## config.mk

```make
export PLATFORM = sky130hd
export DESIGN_NAME = emern_video_out
export DESIGN_NICKNAME = d
export VERILOG_FILES = /design/src/rtl/emern_video_out_pkg.sv /design/src/rtl/emern_delay_line.sv /design/src/rtl/emern_video_out.sv
export SDC_FILE = /design/constraint.sdc
export NUM_CORES = 1
export LEC_CHECK = 0
export CORE_MARGIN = 2
export CORE_UTILIZATION = 55
export CTS_CLUSTER_SIZE = 8
export DETAILED_ROUTE_END_ITERATION = 7
export PLACE_DENSITY = 0.87
export SLEW_MARGIN = 20
export SYNTH_ARGS = -nofsm -noshare
export SYNTH_HDL_FRONTEND = slang
export SYNTH_SLANG_ARGS = --single-unit
```

## constraint.sdc

```tcl
create_clock -name clk -period 4.09 [get_ports clk]
set_input_delay 0.409 -clock clk [delete_from_list [all_inputs] [get_ports clk]]
set_output_delay 0.409 -clock clk [all_outputs]
set_load 0.02 [all_outputs]
```

## src/rtl/emern_video_out_pkg.sv

```systemverilog
// Shared defaults (VGA 640x480@60), sync polarity levels and configuration checks
// for the emern display output stage. No logic, no latency.
package emern_video_out_pkg;

   localparam int VGA_H_ACTIVE = 640;
   localparam int VGA_H_FP     = 16;
   localparam int VGA_H_SYNC   = 96;
   localparam int VGA_H_BP     = 48;
   localparam int VGA_V_ACTIVE = 480;
   localparam int VGA_V_FP     = 10;
   localparam int VGA_V_SYNC   = 2;
   localparam int VGA_V_BP     = 33;

   localparam int DEF_WCOLOR    = 6;
   localparam int DEF_PIPE_LAT  = 2;
   localparam int DEF_CMD_GUARD = 2;
   localparam int PIPE_LAT_MAX  = 8;

   localparam bit SYNC_ACTIVE_LOW  = 1'b0;
   localparam bit SYNC_ACTIVE_HIGH = 1'b1;

   function automatic bit cfg_ok(input int pipe_lat, input int cmd_guard, input int v_blank);
      return (pipe_lat >= 0) && (pipe_lat <= PIPE_LAT_MAX) && (cmd_guard < v_blank);
   endfunction

endpackage

```

## src/rtl/emern_delay_line.sv

```systemverilog
// Fixed-depth shift register with async reset and synchronous flush to an idle value.
// Latency DEPTH cycles; DEPTH=0 is a plain wire.
module emern_delay_line #(
   parameter int               WIDTH = 1,
   parameter int               DEPTH = 1,
   parameter logic [WIDTH-1:0] IDLE  = '0
) (
   input  logic             clk,
   input  logic             rst,
   input  logic             flush,
   input  logic [WIDTH-1:0] data_i,
   output logic [WIDTH-1:0] data_o
);

   if (DEPTH == 0) begin : g_wire
      logic unused_ctl;
      assign unused_ctl = ^{clk, rst, flush};
      assign data_o     = data_i;
   end else begin : g_pipe
      logic [WIDTH-1:0] stage_q [DEPTH];

      always_ff @(posedge clk or posedge rst) begin
         if (rst) begin
            for (int i = 0; i < DEPTH; i++) stage_q[i] <= IDLE;
         end else if (flush) begin
            for (int i = 0; i < DEPTH; i++) stage_q[i] <= IDLE;
         end else begin
            stage_q[0] <= data_i;
            for (int i = 1; i < DEPTH; i++) stage_q[i] <= stage_q[i-1];
         end
      end

      assign data_o = stage_q[DEPTH-1];
   end

endmodule

```

## src/rtl/emern_video_out.sv

```systemverilog
// Raster counters, sync/DE generation delayed by the pixel-core latency, colour gating,
// vblank command window and frame pulse/counter. Video out lags col/row by PIPE_LAT+1 clk.
module emern_video_out
   import emern_video_out_pkg::*;
#(
   parameter int H_ACTIVE  = VGA_H_ACTIVE,
   parameter int H_FP      = VGA_H_FP,
   parameter int H_SYNC    = VGA_H_SYNC,
   parameter int H_BP      = VGA_H_BP,
   parameter int V_ACTIVE  = VGA_V_ACTIVE,
   parameter int V_FP      = VGA_V_FP,
   parameter int V_SYNC    = VGA_V_SYNC,
   parameter int V_BP      = VGA_V_BP,
   parameter bit HSYNC_POL = SYNC_ACTIVE_LOW,
   parameter bit VSYNC_POL = SYNC_ACTIVE_LOW,
   parameter int PIPE_LAT  = DEF_PIPE_LAT,
   parameter int WCOLOR    = DEF_WCOLOR,
   parameter int CMD_GUARD = DEF_CMD_GUARD
) (
   input  logic                                          clk,
   input  logic                                          rst,
   input  logic                                          enable,
   output logic [$clog2(H_ACTIVE+H_FP+H_SYNC+H_BP)-1:0] col,
   output logic [$clog2(V_ACTIVE+V_FP+V_SYNC+V_BP)-1:0] row,
   input  logic [WCOLOR-1:0]                             pixel_in,
   output logic [WCOLOR-1:0]                             pixel_out,
   output logic                                          de,
   output logic                                          h_sync,
   output logic                                          v_sync,
   output logic                                          cmd_en,
   output logic                                          frame_start,
   output logic [7:0]                                    frame_count
);

   localparam int H_TOTAL = H_ACTIVE + H_FP + H_SYNC + H_BP;
   localparam int V_TOTAL = V_ACTIVE + V_FP + V_SYNC + V_BP;
   localparam int WX      = $clog2(H_TOTAL);
   localparam int WY      = $clog2(V_TOTAL);

   localparam logic [WX-1:0] H_LAST   = WX'(H_TOTAL - 1);
   localparam logic [WX-1:0] H_ACT    = WX'(H_ACTIVE);
   localparam logic [WX-1:0] HS_FIRST = WX'(H_ACTIVE + H_FP);
   localparam logic [WX-1:0] HS_LAST  = WX'(H_ACTIVE + H_FP + H_SYNC - 1);
   localparam logic [WY-1:0] V_LAST   = WY'(V_TOTAL - 1);
   localparam logic [WY-1:0] V_ACT    = WY'(V_ACTIVE);
   localparam logic [WY-1:0] VS_FIRST = WY'(V_ACTIVE + V_FP);
   localparam logic [WY-1:0] VS_LAST  = WY'(V_ACTIVE + V_FP + V_SYNC - 1);
   localparam logic [WY-1:0] CMD_LAST = WY'(V_TOTAL - CMD_GUARD - 1);

   if (!cfg_ok(PIPE_LAT, CMD_GUARD, V_TOTAL - V_ACTIVE)) begin : g_cfg_err
      $error("emern_video_out: PIPE_LAT must be 0..8 and CMD_GUARD below the vblank length");
   end

   logic [WX-1:0]     col_q, col_d;
   logic [WY-1:0]     row_q, row_d;
   logic              run_q;
   logic              frame_wrap;
   logic              cmd_en_q, cmd_en_d;
   logic              frame_start_q, frame_start_d;
   logic [7:0]        frame_count_q, frame_count_d;
   logic              de_q, de_d, hs_q, hs_d, vs_q, vs_d;
   logic [WCOLOR-1:0] pix_q, pix_d;
   logic [2:0]        raw_flags, dly_flags;
   logic              flush;

   // run_q marks cycles whose col/row are live; the first cycle after enable rises
   // presents (0,0) without advancing so it carries the frame_start pulse.
   always_comb begin
      col_d         = col_q;
      row_d         = row_q;
      frame_wrap    = 1'b0;
      frame_count_d = frame_count_q;
      if (!enable || !run_q) begin
         col_d = '0;
         row_d = '0;
      end else if (col_q == H_LAST) begin
         col_d = '0;
         if (row_q == V_LAST) begin
            row_d      = '0;
            frame_wrap = 1'b1;
         end else begin
            row_d = row_q + 1'b1;
         end
      end else begin
         col_d = col_q + 1'b1;
      end
      if (frame_wrap) frame_count_d = frame_count_q + 8'd1;
      frame_start_d = enable && (col_d == '0) && (row_d == '0);
      cmd_en_d      = enable && (row_d >= V_ACT) && (row_d <= CMD_LAST);
   end

   assign raw_flags[2] = run_q && (col_q < H_ACT) && (row_q < V_ACT);
   assign raw_flags[1] = run_q && (col_q >= HS_FIRST) && (col_q <= HS_LAST);
   assign raw_flags[0] = run_q && (row_q >= VS_FIRST) && (row_q <= VS_LAST);
   assign flush        = ~enable;

   emern_delay_line #(
      .WIDTH (3),
      .DEPTH (PIPE_LAT),
      .IDLE  (3'b000)
   ) u_delay (
      .clk    (clk),
      .rst    (rst),
      .flush  (flush),
      .data_i (raw_flags),
      .data_o (dly_flags)
   );

   assign de_d  = enable && dly_flags[2];
   assign hs_d  = enable && dly_flags[1];
   assign vs_d  = enable && dly_flags[0];
   assign pix_d = de_d ? pixel_in : '0;

   always_ff @(posedge clk or posedge rst) begin
      if (rst) begin
         col_q         <= '0;
         row_q         <= '0;
         run_q         <= 1'b0;
         cmd_en_q      <= 1'b0;
         frame_start_q <= 1'b0;
         frame_count_q <= 8'd0;
         de_q          <= 1'b0;
         hs_q          <= 1'b0;
         vs_q          <= 1'b0;
         pix_q         <= '0;
      end else begin
         col_q         <= col_d;
         row_q         <= row_d;
         run_q         <= enable;
         cmd_en_q      <= cmd_en_d;
         frame_start_q <= frame_start_d;
         frame_count_q <= frame_count_d;
         de_q          <= de_d;
         hs_q          <= hs_d;
         vs_q          <= vs_d;
         pix_q         <= pix_d;
      end
   end

   assign col         = col_q;
   assign row         = row_q;
   assign pixel_out   = pix_q;
   assign de          = de_q;
   assign h_sync      = hs_q ? HSYNC_POL : ~HSYNC_POL;
   assign v_sync      = vs_q ? VSYNC_POL : ~VSYNC_POL;
   assign cmd_en      = cmd_en_q;
   assign frame_start = frame_start_q;
   assign frame_count = frame_count_q;

endmodule

```

[Yosys cells after proc, flatten, opt, wreduce, memory -nomap -nowiden]
Cells that the tools add are included.
Storage, ports and cells
  register bits after elaboration: 46
  output and inout bits: 39
  logic and storage cells: 55
  input port bits: 9
Operators by class
  $lt $le $gt $ge: 8
  add/sub/neg operators: 3
  reduce and logical (&&, ||, !) cells: 18
  eq/ne operators: 2
  mux-type cells: 12
Operator list (count)
  10-bit 2-to-1 mux: 5
  10-bit by 1-bit adder with 10-bit output, second input constant: 2
  10-bit equality test, second input constant: 2
  10-bit by 9-bit greater-or-equal comparator with 1-bit output, second input constant: 2
  10-bit less-or-equal comparator, second input constant: 2
  10-bit zero test: 2
  1-bit logical AND: 13
  6-bit 2-to-1 mux: 2
  10-bit greater-or-equal comparator, second input constant: 1
  10-bit by 9-bit less-or-equal comparator with 1-bit output, second input constant: 1
  10-bit < comparator, second input constant: 1
  10-bit by 9-bit < comparator with 1-bit output, second input constant: 1
  8-bit by 1-bit adder with 8-bit output, second input constant: 1
  1-bit 2-to-1 mux: 5
  1-bit zero test: 2
  1-bit logical OR: 1

[Longest topological paths before layout]
Gate-level depths: netlist of run 1.
  depth in word-level cells: 7
  mapped depth: 9
  mapped depth without buffers: 8

[Cells and area by module]
Synthesis of run 1 repeated with hierarchy kept, for this count alone.
Second synthesis, totals
  cell total of the unflattened synthesis: 232
  area, all modules: 2467.4 um^2
Modules (own cells, without submodules)
  emern_video_out: instances 1, area each 2253.4 um^2, cells an instance 216, seq. area each 1001.0 um^2
  emern_delay_line: instances 1, area each 214.0 um^2, cells an instance 16, seq. area each 150.1 um^2

[Least setup slack after synthesis of run 1]
Ideal clock, no wire load.
  kind: register to register
  from: register col_q[0] (netlist: col[0])
  to: register frame_start_q (netlist: frame_start)
  path buffers: 1
  period minus slack after synthesis: 2.393 ns
  arrival time: 2.272 ns
  setup time: 0.121 ns
  data required time: 3.969 ns
  setup slack: 1.697 ns
  stages on the path, launching flop included: 9
  cell sequence: dfrtp_1 ha_1 nand3_1 or3_4 buf_6 or4_1 o211ai_1 o21ai_0 and4bb_1
Between the ends
  cells in the longest elaborated chain, start to end: 6
  elaborated cells between the ends (all ways): 10
  those cells by class: add/sub (1); eq/ne (1); mux (4); reduce/logical (4)
RTL lines
  start: declaration: RTL line emern_video_out.sv:54  | logic [WX-1:0] col_q, col_d;
  start signal: assignment: RTL line emern_video_out.sv:127  | col_q <= col_d;
  10-bit by 1-bit adder with 10-bit output or 10-bit equality test (tied branches): RTL line emern_video_out.sv:85, emern_video_out.sv:76
  10-bit 2-to-1 mux: RTL line emern_video_out.sv:76  | end else if (col_q == H_LAST) begin
  10-bit 2-to-1 mux: RTL line emern_video_out.sv:73  | if (!enable || !run_q) begin
  10-bit zero test: RTL line emern_video_out.sv:88  | frame_start_d = enable && (col_d == '0) && (row_d == '0);
  1-bit logical AND: RTL line emern_video_out.sv:88
  1-bit logical AND (*): RTL line emern_video_out.sv:88
  named net frame_start_d: RTL line emern_video_out.sv:59  | logic frame_start_q, frame_start_d;
  end signal: assignment: RTL line emern_video_out.sv:131  | frame_start_q <= frame_start_d;
  end: declaration: RTL line emern_video_out.sv:59
The timed path passes the listed nets; every way through them passes the cells marked *.
A chain may end at the register's enable or synchronous reset.

[Worst setup path in the final report of run 1]
  from: register col_q[0] (netlist: col[0])
  to: register cmd_en_q (netlist: cmd_en)
Between the ends
  cells in the longest elaborated chain, start to end: 6
  elaborated cells between the ends (all ways): 7
  those cells by class: order compare (2); eq/ne (1); mux (2); reduce/logical (2)
RTL lines
  10-bit equality test (*): RTL line emern_video_out.sv:76
  10-bit 2-to-1 mux (*): RTL line emern_video_out.sv:76
  10-bit 2-to-1 mux (*): RTL line emern_video_out.sv:73
  10-bit by 9-bit greater-or-equal comparator with 1-bit output: RTL line emern_video_out.sv:89  | cmd_en_d = enable && (row_d >= V_ACT) && (row_d <= CMD_LAST);
  1-bit logical AND: RTL line emern_video_out.sv:89
  1-bit logical AND (*): RTL line emern_video_out.sv:89
  named net cmd_en_d: RTL line emern_video_out.sv:58  | logic cmd_en_q, cmd_en_d;
  end signal: assignment: RTL line emern_video_out.sv:130  | cmd_en_q <= cmd_en_d;
  end: declaration: RTL line emern_video_out.sv:58
Marks and branches as above.

==> flow_metrics.tcl, run 1 <==
set metrics [dict create \
    grt_first_pass_wirelength_um 8852 \
    arrival_ns 2.73 \
    clkPwrFrac 0.397 \
    synth_top_area_frac 0.4925 \
    antenna_found_initial 0 \
    clk_latency_ns 0.29 \
    place_area_um2 2796 \
    ios 48 \
    hold_start "u_delay.data_o[1]" \
    ys.warnings.count 0 \
    min_path_type "flop to flop" \
    cts_hold_buf 0 \
    power.density_nw_per_um2 286.6 \
    slew_viol_final 0 \
    grt_use_total 0.2305 \
    timing.fmax_mhz 391.3 \
    maxSlewHeadroom 0.4792 \
    synth.largest_area_cell "dfrtp_1" \
    pwr-share-comb 0.049 \
    hold_path_depth 1 \
    netlist_top_cells_count "dfrtp_1 (46), nor2_1 (24), nand2_1 (17), xnor2_1 (13), nand4_1 (12)" \
    cts_tree "yes" \
    clock_sink_count 46 \
    cp.required_ns 4.26 \
    multiInputGateArea_um2 1071 \
    syn_area_per_cell_um2 10.07 \
    netSwitchingFraction 0.2112 \
    fin_nets 287 \
    drt_pass1_iterations 4 \
    yosysMostFrequentCell "dfrtp_1" \
    p_int_w 0.0006570 \
    async_flop_share 1.000 \
    hold_end "hs_q" \
    grt_pass1_vias 1857 \
    wl_um 5094 \
    post-route-util 0.7163 \
    yosysSeqAreaShare 0.4925 \
    vias 1889 \
    diodes 0 \
    chipHeight_um 69.19 \
    cts_root_buf "clkbuf_8" \
    timing.final.crit_share 0.6248 \
    place_congestion 0.8776 \
    grt_start_max_net_pins 47 \
    rows 23 \
    dpl_worst_slack_ns 1.571 \
    drc 0 \
    ant_nets 0 \
    end_kind "flop" \
    power_leakage_nw 1.229 \
    grt-ovfl-total 0 \
    finalHoldViolations 0 \
    core-area_um2 4058 \
    tightestPinTransition_ns 0.7752 \
    initial_core_util 0.5760 \
    rr_endpoint "cmd_en" \
    rsz0062_at_grt "false" \
    vdd_drop_max_v 0.0002048 \
    synth_ff_type "dfrtp_1" \
    die_w_um 69.19 \
    cts_buffers 5 \
    fin_crit_ns 2.555 \
    ys_ff_latch 46 \
    cts_setup_buffers 0 \
    vias_per_cell 5.830 \
    cts_resized 0 \
    switchingPower_w 0.0001759 \
    syn-num-nets 246 \
    p_seq_frac 0.554 \
    r2r_cells 7 \
    syn-instance-count 232 \
    dieArea_um2 4787 \
    layout-drive-gt1-share 0.05474 \
    wl_per_cell_um 15.72 \
    synth_area_um2 2337 \
    synth_edf_count 0 \
    fillers 304 \
    ys_types 43 \
    area_delta_synth_final_pct 24.36 \
    dp_hpwl_um 3567 \
    path_class "flop to flop" \
    reg2reg_from "col[0]" \
    clk_path_buf_depth 2 \
    status "finished, final reports clean" \
    crit_path_start_kind "flop" \
    path_max_fanout 8 \
    clk_pin_slew_ns 0.08 \
    h-tree-depth 2 \
    setup_viol 0 \
    maxCapViolCount 0 \
    fin_ws_ns 1.535 \
    regArea_um2 1151 \
    synth.area.top_cells "dfrtp_1 (49%), xnor2_1 (4.9%), xor2_1 (4.1%)" \
    io_buffers 47 \
    clock_skew_ns 0.006779 \
    fin_tns_setup_ns 0 \
    rrSetupSlack_ns 1.53 \
    drt_iter0_drc 133 \
    design_area_um2 2907 \
    power_w 0.0008329 \
]
[area by class of cell]
type / count / area share
flip-flops and latches: 46 / 0.3960
multi-input cells: 163 / 0.3685
repair buffers: 48 / 0.1644
clock buffers: 6 / 0.02497
well taps: 50 / 0.02152
clock inverters: 2 / 0.01291
inverters: 9 / 0.01162
[layer usage]
metal | part of all wire | global-route usage | wire length (µm)
met3 | 0.060 | 0.06686 | 304
met5 | 0 | 0 | 0
met1 | 0.43 | 0.3001 | 2178
met4 | 0.012 | 0.06972 | 63
met2 | 0.50 | 0.3750 | 2548
[sequential cells by signal, summed over array words and instances (netlist names)]
| name | flops |
|---|---|
| cmd_en | 1 |
| col | 10 |
| de | 1 |
| frame_count | 8 |
| frame_start | 1 |
| hs_q | 1 |
| pixel_out | 6 |
| row | 10 |
| run_q | 1 |
| u_delay.data_o | 3 |
| u_delay.g_pipe.stage_q | 3 |
| vs_q | 1 |
[through the flow]
step           hold WS (ns)  instances
3_5_place_dp         0.4447        316
6_report             0.4644        324
2_1_floorplan        0.4337        232
5_1_grt              0.4936        324
3_3_place_gp         0.4371        316
4_1_cts              0.4651        324
[worst max-delay path by stage]
stage            from     endpoint  slack, ns  cells after the start
4_1_cts        col[0]       cmd_en       1.56                      7
5_1_grt        col[0]       cmd_en       1.30                      7
3_3_place_gp   col[0]  frame_start       1.61                      7
3_5_place_dp   col[0]  frame_start       1.57                      7
2_1_floorplan  col[0]  frame_start       1.70                      8
6_report       col[0]       cmd_en       1.53                      7
[power groups by stage]
stage | Combinational, W | Sequential [W] | Clock [W]
2_1_floorplan | 0.0000179 | 0.000474 | 0
3_3_place_gp | 0.0000404 | 0.000470 | 0
3_5_place_dp | 0.0000413 | 0.000471 | 0
4_1_cts | 0.0000417 | 0.000462 | 0.000344
5_1_grt | 0.0000454 | 0.000463 | 0.000366
6_report | 0.0000408 | 0.000462 | 0.000330
[worst max-delay path, cell delays in order, from the launching register on]
cell and delay, ns:
dfrtp_1 0.48, ha_1 0.32, nand3_1 0.12, nor3_1 0.62, nand2_1 0.15, xor2_1 0.24, a311oi_1 0.15, o41ai_1 0.36
[placed cells by master, fill, tap and decap left out, types with 3 or more instances in the layout]
| cell type | count |
|---|---|
| clkdlybuf4s50_1 | 47 |
| dfrtp_1 | 46 |
| nor2_1 | 24 |
| nand2_1 | 17 |
| xnor2_1 | 13 |
| nand4_1 | 12 |
| xor2_1 | 11 |
| and3_1 | 11 |
| nand3_1 | 8 |
| and2_1 | 8 |
| inv_1 | 8 |
| a21oi_1 | 7 |
| o21ai_0 | 6 |
| ha_1 | 5 |
| clkbuf_8 | 5 |
| nor3_1 | 4 |
| nand4b_1 | 3 |
| nor4_1 | 3 |
| or4_1 | 3 |
[logic make-up (layout without fill, tap and decap cells)]
kind of cell | count (synthesis) | count (layout) | share of synthesized area
multiplexers | 4 | 4 | 0.01820
XOR/XNOR | 24 | 24 | 0.08994
adder cells (fa/ha/maj) | 5 | 5 | 0.02677
AND/OR/NAND/NOR | 104 | 104 | 0.2457
buffers and inverters | 23 | 65 | 0.04925
flip-flops | 46 | 46 | 0.4925
AO/OA/AOI/OAI | 26 | 26 | 0.07763
(Power assumes the default switching activity.)
==> run 2, diff against run 1 <==
CORE_UTILIZATION = 46   (was 55)
PLACE_DENSITY = 0.78   (was 0.87)
clock period = 2.2 ns   (was 4.09 ns; I/O delays follow)
==> flow_metrics.tcl, run 2 (synthesis gave the netlist of run 1 again) <==
set metrics [dict create \
    status "finished, final reports clean" \
    path_class "flop to flop" \
    post-route-util 0.6816 \
    timing.final.crit_share 0.9631 \
    fin_nets 325 \
    io_buffers 47 \
    maxSlewHeadroom 0.5451 \
    fin_crit_ns 2.119 \
    place_congestion 0.8915 \
    rows 25 \
    power.density_nw_per_um2 444.8 \
    clk_latency_ns 0.30 \
    finalHoldViolations 0 \
    grt_pass1_vias 1847 \
    clock_skew_ns 0.007505 \
    dp_hpwl_um 3932 \
    grt_start_max_net_pins 30 \
    cts_hold_buf 0 \
    maxCapViolCount 0 \
    worstPathCellList "or2_4 -> or3_4 -> or4_1 -> o41ai_1 -> a31oi_1 -> and4bb_1" \
    grt_use_total 0.1979 \
    h-tree-depth 2 \
    min_path_type "input port to async pin" \
    cts_root_buf "clkbuf_8" \
    die_w_um 75.28 \
    cp_slowest_cell "or4_1" \
    dieArea_um2 5667 \
    rsz0062_at_grt "true" \
    power_leakage_nw 1.411 \
    wl_um 5562 \
    clock_sink_count 46 \
    diodes 0 \
    vias 2024 \
    path_max_fanout 7 \
    antenna_found_initial 0 \
    cts_tree "yes" \
    vdd_drop_max_v 0.0002432 \
    core-area_um2 4817 \
    final_cell_mix "clkdlybuf4s50_1 (47), dfrtp_1 (40), buf_4 (37)" \
    design_area_um2 3283 \
    drc 0 \
    place_area_um2 3095 \
    ios 48 \
    arrival_ns 2.36 \
    timing.fmax_mhz 472.0 \
    cp.required_ns 2.44 \
    crit_path_start_kind "flop" \
    tightestPinTransition_ns 0.6782 \
    clk_path_buf_depth 2 \
    area_delta_synth_final_pct 40.47 \
    wl_per_cell_um 14.68 \
    grt_first_pass_wirelength_um 8549 \
    drt_pass1_iterations 4 \
    vias_per_cell 5.340 \
    cp_top_family "simple AND/OR/NAND/NOR gates" \
    layout-drive-gt1-share 0.2244 \
    final_common_cell "clkdlybuf4s50_1" \
    cts_buffers 5 \
    chipHeight_um 75.28 \
    crit_buf_inv 0 \
    slew_viol_final 0 \
    clk_pin_slew_ns 0.09 \
    end_kind "flop" \
    drt_iter0_drc 122 \
    cp_slowest_stage_delay_ns 0.55 \
    setup_viol 0 \
    grt-ovfl-total 0 \
    initial_core_util 0.4852 \
    ant_nets 0 \
]
==> run 2: cell count changes in the layout (fill, tap and decap cells not counted), sizes merged <==
cell	change
bufinv	-1
buf	+37
clkbuf	-1
or3	+1
clkinv	+2
==> run 2: layout make-up <==
class | instances | area (µm²)
flip-flops and latches | 46 | 1159
clock inverters | 3 | 21.27
repair buffers | 85 | 768.2
multi-input cells | 164 | 1149
clock buffers | 5 | 68.82
fillers | 387 | 1534
inverters | 9 | 33.78
well taps | 67 | 83.83
==> run 2: per-layer routing <==
metal,vias to the layer above,share of wire,track usage
met2,90,0.48,0.3275
met3,9,0.076,0.04685
met5,-,0,0
li1,967,-,-
met4,0,0.010,0.03509
met1,958,0.43,0.2692
==> run 2: repair_timing <==
action                     CTS  global route
setup endpoints to repair    0             4
resized for setup            0             9
buffers inserted             0             6
==> run 2: worst paths after layout <==
path / from / endpoint / slack, ns / cells after the start
max: col[6] / frame_start / 0.08 / 6
min: rst / row[6] / 0.25 / 2
max reg2reg: col[6] / frame_start / 0.08 / 6
min reg2reg: u_delay.data_o[0] / vs_q / 0.46 / 1
max in group asynchronous: rst / col[5] / 1.41 / 3
min in group clk: u_delay.data_o[0] / vs_q / 0.46 / 1
==> run 2: metrics by stage <==
stage / std cells / TNS, ns / total power [W] / hold WS (ns) / setup WS, ns
CTS: 372 / 0 / 0.001475 / 0.2686 / 0.009196
global placement: 364 / 0 / 0.0009629 / 0.4385 / 0.06679
floorplan: 232 / -0.08719 / 0.0009149 / 0.2514 / -0.06171
detailed placement: 364 / 0 / 0.0009645 / 0.4439 / 0.02563
finish: 379 / 0 / 0.001460 / 0.2545 / 0.08119
global route: 379 / -0.02014 / 0.001522 / 0.2954 / -0.01081
==> run 2: report_power, final <==
group	leakage [nW]	switching, W	total, W	internal, W
Combinational	0.741	0.0000519	0.0000919	0.0000400
Clock	0.0441	0.000289	0.000512	0.000223
Sequential	0.626	0.00000407	0.000857	0.000852
Total	1.41	0.000345	0.00146	0.00112
==> run 3, diff against run 2 <==
CORE_ASPECT_RATIO = 1.75   (was unset)
==> flow_metrics.tcl, run 3 (synthesis gave the netlist of run 1 again) <==
set metrics [dict create \
    status "finished, final reports clean" \
    dieArea_um2 5690 \
    h-tree-depth 2 \
    finalHoldViolations 0 \
    cp_slowest_stage_delay_ns 0.45 \
    die_w_um 57.89 \
    end_kind "flop" \
    tightestPinTransition_ns 0.7435 \
    fillers 408 \
    diodes 0 \
    grt_pass1_vias 1880 \
    maxSlewHeadroom 0.5013 \
    switchingPower_w 0.0003295 \
    slew_viol_final 0 \
    grt_use_total 0.1944 \
    core-area_um2 4935 \
    grt_first_pass_wirelength_um 8763 \
    area_delta_synth_final_pct 37.37 \
    drt_iter0_drc 82 \
    clk_path_buf_depth 2 \
    drc 0 \
    layout-drive-gt1-share 0.2124 \
    fin_crit_ns 2.151 \
    wl_um 5569 \
    crit_path_start_kind "flop" \
    cts_tree "yes" \
    min_path_type "input port to async pin" \
    ios 48 \
    cts_buffers 5 \
    cp.required_ns 2.38 \
    multiInputGateArea_um2 1129 \
    fin_nets 320 \
    final_common_cell "clkdlybuf4s50_1" \
    cp_top_family "simple AND/OR/NAND/NOR gates" \
    dp_hpwl_um 4087 \
    maxCapViolCount 0 \
    post-route-util 0.6506 \
    vias_per_cell 5.589 \
    clkPwrFrac 0.340 \
    place_congestion 0.8660 \
    path_class "flop to flop" \
    grt-ovfl-total 0 \
    timing.final.crit_share 0.9775 \
    regArea_um2 1160 \
    place_area_um2 3079 \
    clock_skew_ns 0.004821 \
    vias 2012 \
    drt_pass1_iterations 4 \
    cts_root_buf "clkbuf_8" \
    crit_buf_inv 1 \
    chipHeight_um 98.30 \
    pwr-share-comb 0.063 \
    dpl_worst_slack_ns 0.03945 \
    power.density_nw_per_um2 447.2 \
    vdd_drop_max_v 0.0004557 \
    rows 34 \
    holdWs_ns 0.2903 \
    final_cell_mix "clkdlybuf4s50_1 (47), dfrtp_1 (39), buf_4 (32)" \
    clock_sink_count 46 \
    p_seq_frac 0.597 \
    clk_latency_ns 0.29 \
    netSwitchingFraction 0.2295 \
    clk_pin_slew_ns 0.08 \
    arrival_ns 2.33 \
    io_buffers 47 \
    antenna_found_initial 0 \
    fin_ws_ns 0.04943 \
    cp_slowest_cell "or3_4" \
    wl_per_cell_um 15.47 \
    ant_nets 0 \
    p_int_w 0.001106 \
    timing.fmax_mhz 465.0 \
    path_max_fanout 8 \
    worstPathCellList "or2_4 -> or3_4 -> buf_4 -> nor2_1 -> xnor2_1 -> a311oi_1 -> o41ai_2" \
    instances_no_fill 360 \
    design_area_um2 3211 \
    setup_viol 0 \
    grt_start_max_net_pins 27 \
    power_leakage_nw 1.397 \
    initial_core_util 0.4736 \
    placed_cells 351 \
]
[run 3: repair_timing]
item	4_1_cts	5_1_grt
hold buffers	0	0
setup endpoints to repair	0	3
setup buffers	0	2
resized for setup	0	10
[run 3: area by class of cell]
type	count	share of cell area
Sequential cell	46	0.3613
Timing Repair Buffer	81	0.2311
Clock buffer	5	0.02143
Multi-Input combinational cell	163	0.3515
Inverter	9	0.01052
Clock inverter	2	0.003118
Tap cell	54	0.02104
[run 3: power by group through the flow]
stage	registers [W]	clock network (W)	logic, W
finish	0.000857	0.000489	0.0000900
global route	0.000858	0.000526	0.000100
CTS	0.000857	0.000498	0.0000915
detailed placement	0.000874	0	0.0000913
global placement	0.000873	0	0.0000901
floorplan	0.000881	0	0.0000335
[run 3: per-layer routing]
layer / track usage / up-vias / share of wire
met5: 0 / - / 0
met2: 0.3427 / 73 / 0.52
met1: 0.2324 / 978 / 0.41
met3: 0.02649 / 11 / 0.043
met4: 0.07513 / 0 / 0.024
li1: - / 950 / -
[run 3: path summary, 6_finish.rpt]
| check | start | end | slack (ns) | depth (start not counted) |
|---|---|---|---|---|
| max | col[6] | cmd_en | 0.05 | 7 |
| max in group asynchronous | rst | row[0] | 1.37 | 3 |
| max reg2reg | col[6] | cmd_en | 0.05 | 7 |
| min reg2reg | u_delay.data_o[1] | hs_q | 0.46 | 1 |
| min in group clk | u_delay.data_o[1] | hs_q | 0.46 | 1 |
| min | rst | pixel_out[3] | 0.29 | 2 |
[run 3: worst reg2reg max path, cell delays in order (launching register included)]
cell,delay [ns]
dfrtp_2,0.41
or2_4,0.26
or3_4,0.45
buf_4,0.16
nor2_1,0.12
xnor2_1,0.12
a311oi_1,0.40
o41ai_2,0.12
[run 3: per-stage QoR]
step	setup TNS [ns]	total power [W]
global placement	0	0.0009635
finish	0	0.001436
CTS	0	0.001446
detailed placement	0	0.0009651
global route	-0.003770	0.001484
floorplan	-0.08719	0.0009149
